===== config.mk =====
export PLATFORM = sky130hd
export DESIGN_NAME = cop0_intc
export DESIGN_NICKNAME = d
export VERILOG_FILES = /design/src/rtl/cop0_intc.sv
export SDC_FILE = /design/constraint.sdc
export NUM_CORES = 1
export LEC_CHECK = 0
export ABC_AREA = 0
export BUFFER_PORTS_ARGS = -buffer_cell sky130_fd_sc_hd__buf_4
export CAP_MARGIN = 5
export CORE_ASPECT_RATIO = 0.6
export CORE_UTILIZATION = 47
export CTS_BUF_LIST = sky130_fd_sc_hd__clkbuf_8
export CTS_CLUSTER_SIZE = 25
export DETAILED_ROUTE_END_ITERATION = 6
export HOLD_SLACK_MARGIN = 0.05
export PLACE_DENSITY = 0.88
export SYNTH_ARGS = -nofsm -noshare
export SYNTH_HDL_FRONTEND = slang
export SYNTH_SLANG_ARGS = --single-unit

===== constraint.sdc =====
create_clock -name clk -period 1.8 [get_ports clk]
set_clock_uncertainty 0.1 [all_clocks]
set_input_delay 0.27 -clock clk [delete_from_list [all_inputs] [get_ports clk]]
set_output_delay 0.27 -clock clk [all_outputs]
set_load 0.02 [all_outputs]

===== src/rtl/cop0_intc.sv =====
`default_nettype none
`timescale 1ns/1ps
// ---------------------------------------------------------------------------
// cop0_intc : COP0 Status/Cause/EPC plus exception/interrupt redirect sequencer
// Revision  : 1.0
// ---------------------------------------------------------------------------
module cop0_intc #(
    parameter int          NUM_IRQ      = 3,
    parameter logic [31:0] HANDLER_ADDR = 32'h0000_3000
) (
    input  logic               clk,
    input  logic               rst_n,
    input  logic               instr_valid,
    input  logic [31:0]        pc_next,
    input  logic               is_syscall,
    input  logic               is_eret,
    input  logic               is_mtc0,
    input  logic [4:0]         cop0_rd,
    input  logic [31:0]        cop0_wdata,
    input  logic [NUM_IRQ-1:0] irq_req,
    output logic [31:0]        cop0_rdata,
    output logic               redirect,
    output logic [31:0]        redirect_pc,
    output logic [NUM_IRQ-1:0] irq_ack,
    output logic               in_handler
);

    typedef enum logic [1:0] {
        ST_RUN     = 2'd0,
        ST_ENTER   = 2'd1,
        ST_HANDLER = 2'd2,
        ST_RETURN  = 2'd3
    } state_e;

    state_e               state_q, state_d;
    logic                 ie_q, ie_d;
    logic [NUM_IRQ-1:0]   im_q, im_d;
    logic [4:0]           exc_code_q, exc_code_d;
    logic [31:0]          epc_q, epc_d;
    logic [NUM_IRQ-1:0]   pend_q, pend_d;
    logic [NUM_IRQ-1:0]   irq_prev_q, irq_prev_d;
    logic [NUM_IRQ-1:0]   ack_sel_q, ack_sel_d;

    logic [NUM_IRQ-1:0]   w_edge;
    logic [NUM_IRQ-1:0]   w_cand;
    logic [NUM_IRQ-1:0]   w_pick;
    logic [31:0]          w_status;
    logic [31:0]          w_cause;
    logic                 unused_wdata;

    assign unused_wdata = ^cop0_wdata;

    always_comb begin
        w_edge  = irq_req & ~irq_prev_q;
        w_cand  = pend_q & im_q & {NUM_IRQ{ie_q}};
        // isolate the lowest set bit so the lowest index wins
        w_pick  = w_cand & (~w_cand + NUM_IRQ'(1));

        redirect    = (state_q == ST_ENTER) || (state_q == ST_RETURN);
        redirect_pc = (state_q == ST_ENTER)  ? HANDLER_ADDR :
                      (state_q == ST_RETURN) ? epc_q : 32'h0;
        irq_ack     = (state_q == ST_ENTER) ? ack_sel_q : '0;
        in_handler  = (state_q == ST_HANDLER);

        w_status                 = 32'h0;
        w_status[0]              = ie_q;
        w_status[8 +: NUM_IRQ]   = im_q;
        w_cause                  = 32'h0;
        w_cause[6:2]             = exc_code_q;
        w_cause[8 +: NUM_IRQ]    = pend_q;

        case (cop0_rd)
            5'd12:   cop0_rdata = w_status;
            5'd13:   cop0_rdata = w_cause;
            5'd14:   cop0_rdata = epc_q;
            default: cop0_rdata = 32'h0;
        endcase

        state_d    = state_q;
        ie_d       = ie_q;
        im_d       = im_q;
        exc_code_d = exc_code_q;
        epc_d      = epc_q;
        ack_sel_d  = ack_sel_q;
        irq_prev_d = irq_req;
        // a new edge in the ack cycle re-arms the line
        pend_d     = (pend_q & ~irq_ack) | w_edge;

        if (instr_valid && is_mtc0) begin
            if (cop0_rd == 5'd12) begin
                ie_d = cop0_wdata[0];
                im_d = cop0_wdata[8 +: NUM_IRQ];
            end else if (cop0_rd == 5'd14) begin
                epc_d = cop0_wdata;
            end
        end

        case (state_q)
            ST_RUN: begin
                if (instr_valid && (is_syscall || (|w_cand))) begin
                    epc_d      = pc_next;
                    ie_d       = 1'b0;
                    state_d    = ST_ENTER;
                    exc_code_d = is_syscall ? 5'd8 : 5'd0;
                    ack_sel_d  = is_syscall ? '0 : w_pick;
                end
            end
            ST_ENTER: begin
                ack_sel_d = '0;
                state_d   = ST_HANDLER;
            end
            ST_HANDLER: begin
                if (instr_valid && is_eret) begin
                    state_d = ST_RETURN;
                end
            end
            ST_RETURN: begin
                ie_d    = 1'b1;
                state_d = ST_RUN;
            end
            default: state_d = ST_RUN;
        endcase
    end

    always_ff @(posedge clk) begin
        if (!rst_n) begin
            state_q    <= ST_RUN;
            ie_q       <= 1'b0;
            im_q       <= '0;
            exc_code_q <= 5'd0;
            epc_q      <= 32'h0;
            pend_q     <= '0;
            irq_prev_q <= '0;
            ack_sel_q  <= '0;
        end else begin
            state_q    <= state_d;
            ie_q       <= ie_d;
            im_q       <= im_d;
            exc_code_q <= exc_code_d;
            epc_q      <= epc_d;
            pend_q     <= pend_d;
            irq_prev_q <= irq_prev_d;
            ack_sel_q  <= ack_sel_d;
        end
    end

endmodule
`default_nettype wire


==> qor.yml, run 1 <==
dpl.hpwl_um: 6363
clockRootBuffer: "clkbuf_8"
routed_wl_um: 8641
drt_iter0_drc: 123
setup_ws_ns: -0.06512
path_clk_slew_ns: 0.09
synth_warnings: 0
coreArea_um2: 5597
worst_slew_pin_slew_ns: 0.8408
synth_edf_count: 0
cts_tree: "yes"
fmax_mhz: 536.2
synth_ff_type: "dfxtp_1"
power_density_nw_per_um2: 718.2
ys_types: 36
vdd_drop_max_v: 0.0004208
synth_area_leader_cell: "dfxtp_1"
violations: "setup timing"
path_delay_family: "flip-flops"
drv_slew: 0
cpMaxStageDelayCell: "dfxtp_2"
die_height_um: 61.21
routedWlPerCell_um: 14.85
critPathCaptureType: "output pin"
antenna_found_initial: 0
finalNetCount: 584
relSlewSlack_pct: 43.16
grt_pass1_vias: 2571
grt_usage_pct: 26.72
ys_seq_area_share_pct: 34.99
overflow: 0
seqCellArea_um2: 965.9
min_period_over_period_pct: 103.6
multi_input_area_um2: 1617
cp_data_arrival_time_ns: 1.50
row_count: 21
cts.sinks: 48
synth_nets: 438
synth_area_per_cell_um2: 7.715
dr_total_vias: 3018
status: "finished, violations left"
post-place-cells: 572
min_period_ns: 1.865
htree_levels: 2
hold_buffers: 0
yosysMostFrequentCell: "nand2_1"
p_leak_uw: 0.001902
whs_ns: 0.08111
synth_area_leaders: "dfxtp_1, and2_1, nand2_1"
synthesis.area_um2: 2746
cp_max_fo: 21
worst-path-buf-inv: 3
die_area_um2: 6163
synth_top_cell_area_share_pct: 34.99
nFillCells: 436
cp.required_ns: 1.43
criticalPathCategory: "reg2out"
synthCells: 356
cts_buffers: 5
cts_buffer_depth: 2
crit_path_cell_trace: "inv_2, ha_4, nor2b_4, buf_12, and2_1, buf_6"
clock_latency_ns: 0.29
pin_count: 147
grt_pass1_wl_um: 12470
drc: 0
gp_congestion: 0.8444
ys_ff_latch: 48
port_buffers: 146
ant_nets: 0
async_reset_ff_share_pct: 0
setup_viol_count_final: 34
start_util_pct: 49.07
critPathMaxStageDelay_ns: 0.37
vias_per_cell: 5.186
die_width_um: 100.7
final_cell_count_no_fill: 582
timing.final.hold_violations: 0
diodes: 0
drive_gt1_share_pct: 38.25
critPathLaunchType: "flop"
place_ws_ns: -0.1214
drv_cap: 0
drt_pass1_iterations: 5
synth_commonest_cells: "nand2_1, and2_1, dfxtp_1, a31oi_1, o21ai_1"
hold_path_class: "in2reg"
rsz0062_at_grt: "true"
syn_to_final_growth_pct: 53.30
grt_max_degree: 37
-- sequential cells by signal (all words and copies together), names as in the netlist --
name	flops
epc_q	32
exc_code_q	1
irq_prev_q	3
pend_q	3
ie_q	1
ack_sel_q	3
im_q	3
state_q	2
-- metal layers --
metal / routed length (um) / share of wire (%) / global-route usage, % / up-vias
met5: 0 / 0 / 0 / -
met2: 3989 / 46 / 45.11 / 129
met4: 123 / 1.4 / 9.731 / 0
met3: 709 / 8.2 / 6.810 / 10
met1: 3818 / 44 / 33.98 / 1387
li1: - / - / - / 1492
-- cells by family after synthesis --
logic type	Yosys count	synth area share, %
AOI/OAI and AO/OA	87	19.27
DFF	48	34.99
and+or+nand+nor	170	32.07
muxes	11	4.009
adders and majority gates	4	1.822
buffers and inverters	36	7.836
-- worst paths after layout --
check,slack (ns),to,start,cells after the start
max,-0.07,redirect_pc[26],state_q[1],6
min,0.08,irq_prev_q[1],irq_req[1],2
max reg2reg,-0.06,ack_sel_q[1],state_q[1],5
min reg2reg,0.37,ack_sel_q[2],ack_sel_q[2],2
-- what timing repair did --
| item | 4_1_cts | 5_1_grt |
|---|---|---|
| setup buffers | 0 | 3 |
| endpoints found under the setup margin | 37 | 43 |
| gates resized for setup | 21 | 23 |
| endpoints found under the hold margin | 0 | 0 |
-- cell type report --
type | instances | area share, %
clock buffers | 7 | 2.288
multi-input cells | 272 | 38.40
repair buffers | 166 | 33.19
flip-flops and latches | 48 | 22.94
well taps | 80 | 2.377
inverters | 9 | 0.8024
-- power by group --
group          switching [uW]  internal (uW)
combinational             532            497
sequential                103           1200
clock                     351            343
-- metrics by stage --
stage	util, %	total power [uW]	instance area [um2]	TNS [ns]
2_1_floorplan	-	1872	2746	0
3_3_place_gp	70.31	2239	3935	0
3_5_place_dp	70.31	2284	3935	-0.3110
4_1_cts	73.37	3011	4106	-1.615
5_1_grt	75.23	3189	4210	-3.844
6_report	75.23	3024	4210	-1.283
-- cells in the final DEF, fill, tap and decap left out, drive strengths merged --
cell type / netlist / final
buf: 16 / 166
nand2: 85 / 85
and2: 61 / 61
dfxtp: 48 / 48
o21ai: 37 / 37
a31oi: 33 / 33
mux2i: 11 / 11
nor2b: 10 / 10
inv: 9 / 9
clkbuf: 11 / 7
a21oi: 4 / 4
ha: 4 / 4
a21o: 3 / 3
nor2: 3 / 3
nand2b: 2 / 2
o31ai: 2 / 2
nand3b: 1 / 1
nor3b: 1 / 1
and3b: 1 / 1
or2: 1 / 1
a22oi: 1 / 1
a311o: 1 / 1
and4b: 1 / 1
o22ai: 1 / 1
nor4: 1 / 1
a211oi: 1 / 1
nor4b: 1 / 1
o2111ai: 1 / 1
a21boi: 1 / 1
nand4: 1 / 1
nand3: 1 / 1
o221a: 1 / 1
o211ai: 1 / 1
-- worst reg2reg max path, cell delays in order (launching register included) --
cell,delay [ns]
dfxtp_2,0.37
inv_2,0.06
ha_4,0.18
nor4b_1,0.70
nand4_1,0.23
mux2i_1,0.16
No activity file was read; power rests on OpenSTA's default activity.
==> run 2: changes to the inputs <==
Settings changed: SKIP_LAST_GASP set to 1, SLEW_MARGIN set to 40.
==> run 2 against run 1 <==
Against the previous run:
- the run still ends with setup timing left
- fmax is 2.7% lower
- clock power is 2% higher
- worst hold slack worse by 0.013 ns
- sequential share of layout area is 0.55 points lower
- count of clock-buffer cells in the layout stayed put
- die area stayed put
- critical path depth stayed put
- sequential power hardly changed
- sequential cell count stayed put
- wire length is 8.0% higher
- cell count is 1.2% higher
- non-clock buffer count is 7 higher
- critical path type unchanged
- largest power group unchanged
==> qor.yml, run 2 (synthesis gave the netlist of run 1 again) <==
overflow: 0
clock_latency_ns: 0.30
setup_viol_count_final: 63
final_common_cell: "buf_4"
largest_reg_flops: 32
cts.sinks: 48
seqCellArea_um2: 965.9
routedWlPerCell_um: 15.84
pin_count: 147
drt_iter0_drc: 154
setup_tns_ns: -3.921
startpoint: "state_q[1]"
hold_path_class: "in2reg"
critPathMaxStageDelay_ns: 0.37
cts_tree: "yes"
syn_to_final_growth_pct: 57.08
wl_met2_um: 4173
power_density_nw_per_um2: 741.6
timing.rr.start: "state_q[1]"
path_clk_slew_ns: 0.09
p_leak_uw: 0.001974
gp_congestion: 0.8444
multi_input_area_um2: 1662
critPathLaunchType: "flop"
cpMaxStageDelayCell: "dfxtp_2"
relSlewSlack_pct: 42.29
cts_buffer_depth: 2
dr_wl_met3_um: 979
min_period_over_period_pct: 106.4
dpl.hpwl_um: 6363
hp-start: "irq_req[0]"
port_buffers: 146
grt_pass1_vias: 2581
cts_buffers: 5
worst_slew_pin_slew_ns: 0.8536
setup_ws_ns: -0.1160
critPathCaptureType: "output pin"
vias_per_cell: 5.294
min_period_ns: 1.916
timing.final.hold_violations: 0
drv_cap: 0
hold_depth: 2
hold_buffers: 0
coreArea_um2: 5597
grt_usage_pct: 26.64
clockRootBuffer: "clkbuf_8"
cp_max_fo: 21
start_util_pct: 49.07
rsz0062_at_grt: "true"
die_height_um: 61.21
die_area_um2: 6163
drt_pass1_iterations: 4
drive_gt1_share_pct: 41.06
cp_data_arrival_time_ns: 1.55
largest-register: "epc_q"
dpl-instance-area_um2: 3935
criticalPathCategory: "reg2out"
top_layer: "met4"
crit_path_cell_trace: "inv_2, ha_4, nor2b_4, buf_12, and2_1, buf_4"
dr_total_vias: 3118
grt_pass1_wl_um: 12450
nFillCells: 409
antenna_found_initial: 0
worstRegToRegCells: 7
cp.required_ns: 1.43
final_area_um2: 4314
drc: 0
layout_common_cells: "buf_4, nand2_1, and2_1"
status: "finished, violations left"
die_width_um: 100.7
diodes: 0
htree_levels: 2
ant_nets: 0
vdd_drop_max_v: 0.0004283
wl_met1_um: 3970
row_count: 21
fmax_mhz: 521.9
routed_wl_um: 9330
violations: "setup timing"
finalNetCount: 591
grt_max_degree: 37
drv_slew: 0
==> run 2: cell count changes in the layout (fill, tap and decap cells not counted), sizes merged <==
cell	change
clkbuf	+5
buf	+2
==> run 2: final timing paths <==
| path | to | slack (ns) |
|---|---|---|
| worst min-delay path | irq_prev_q[0] | 0.07 |
| worst max-delay path | redirect_pc[26] | -0.12 |
| worst max register to register | ack_sel_q[0] | -0.10 |
| worst min register to register | ack_sel_q[2] | 0.37 |
==> run 2: per-stage QoR <==
step,hold WS (ns),std cells,total power (uW),utilization [%],setup slack (ns)
5_1_grt,0.06383,589,3348,77.08,-0.1767
6_report,0.06841,589,3199,77.08,-0.1160
4_1_cts,0.06953,579,3007,72.43,-0.09838
3_3_place_gp,0.3487,572,2239,70.31,0.007360
2_1_floorplan,0.2917,356,1872,-,0.04156
3_5_place_dp,0.3630,572,2284,70.31,-0.1214
==> run 2: what timing repair did <==
| item | in CTS | in global routing |
|---|---|---|
| pin swaps | 0 | 1 |
| setup buffers | 0 | 4 |
| cloned | 0 | 6 |
| resized for setup | 6 | 28 |
| endpoints found under the setup margin | 37 | 49 |
==> run 2: critical path: cells and delay by family (launching register included) <==
family | cells | cell delay (ns)
buffers and inverters | 3 | 0.37
AND/OR/NAND/NOR | 2 | 0.31
adder cells (fa/ha/maj) | 1 | 0.18
flip-flops | 1 | 0.37
==> run 2: layer usage <==
layer | track usage (%) | up-vias
met4 | 9.938 | 0
met1 | 33.85 | 1425
met2 | 44.81 | 170
met5 | 0 | -
met3 | 6.924 | 19
li1 | - | 1504
==> run 2: final cells by class <==
type / count / share of cell area (%)
Sequential cell: 48 / 22.39
Tap cell: 80 / 2.320
Multi-Input combinational cell: 272 / 38.51
Inverter: 9 / 0.7831
Timing Repair Buffer: 173 / 33.76
Clock buffer: 7 / 2.233
==> run 2: where the power goes <==
group | total, uW | switching, uW | internal (uW)
clock | 707 | 364 | 343
sequential | 1300 | 104 | 1200
combinational | 1190 | 591 | 599
total | 3200 | 1060 | 2140
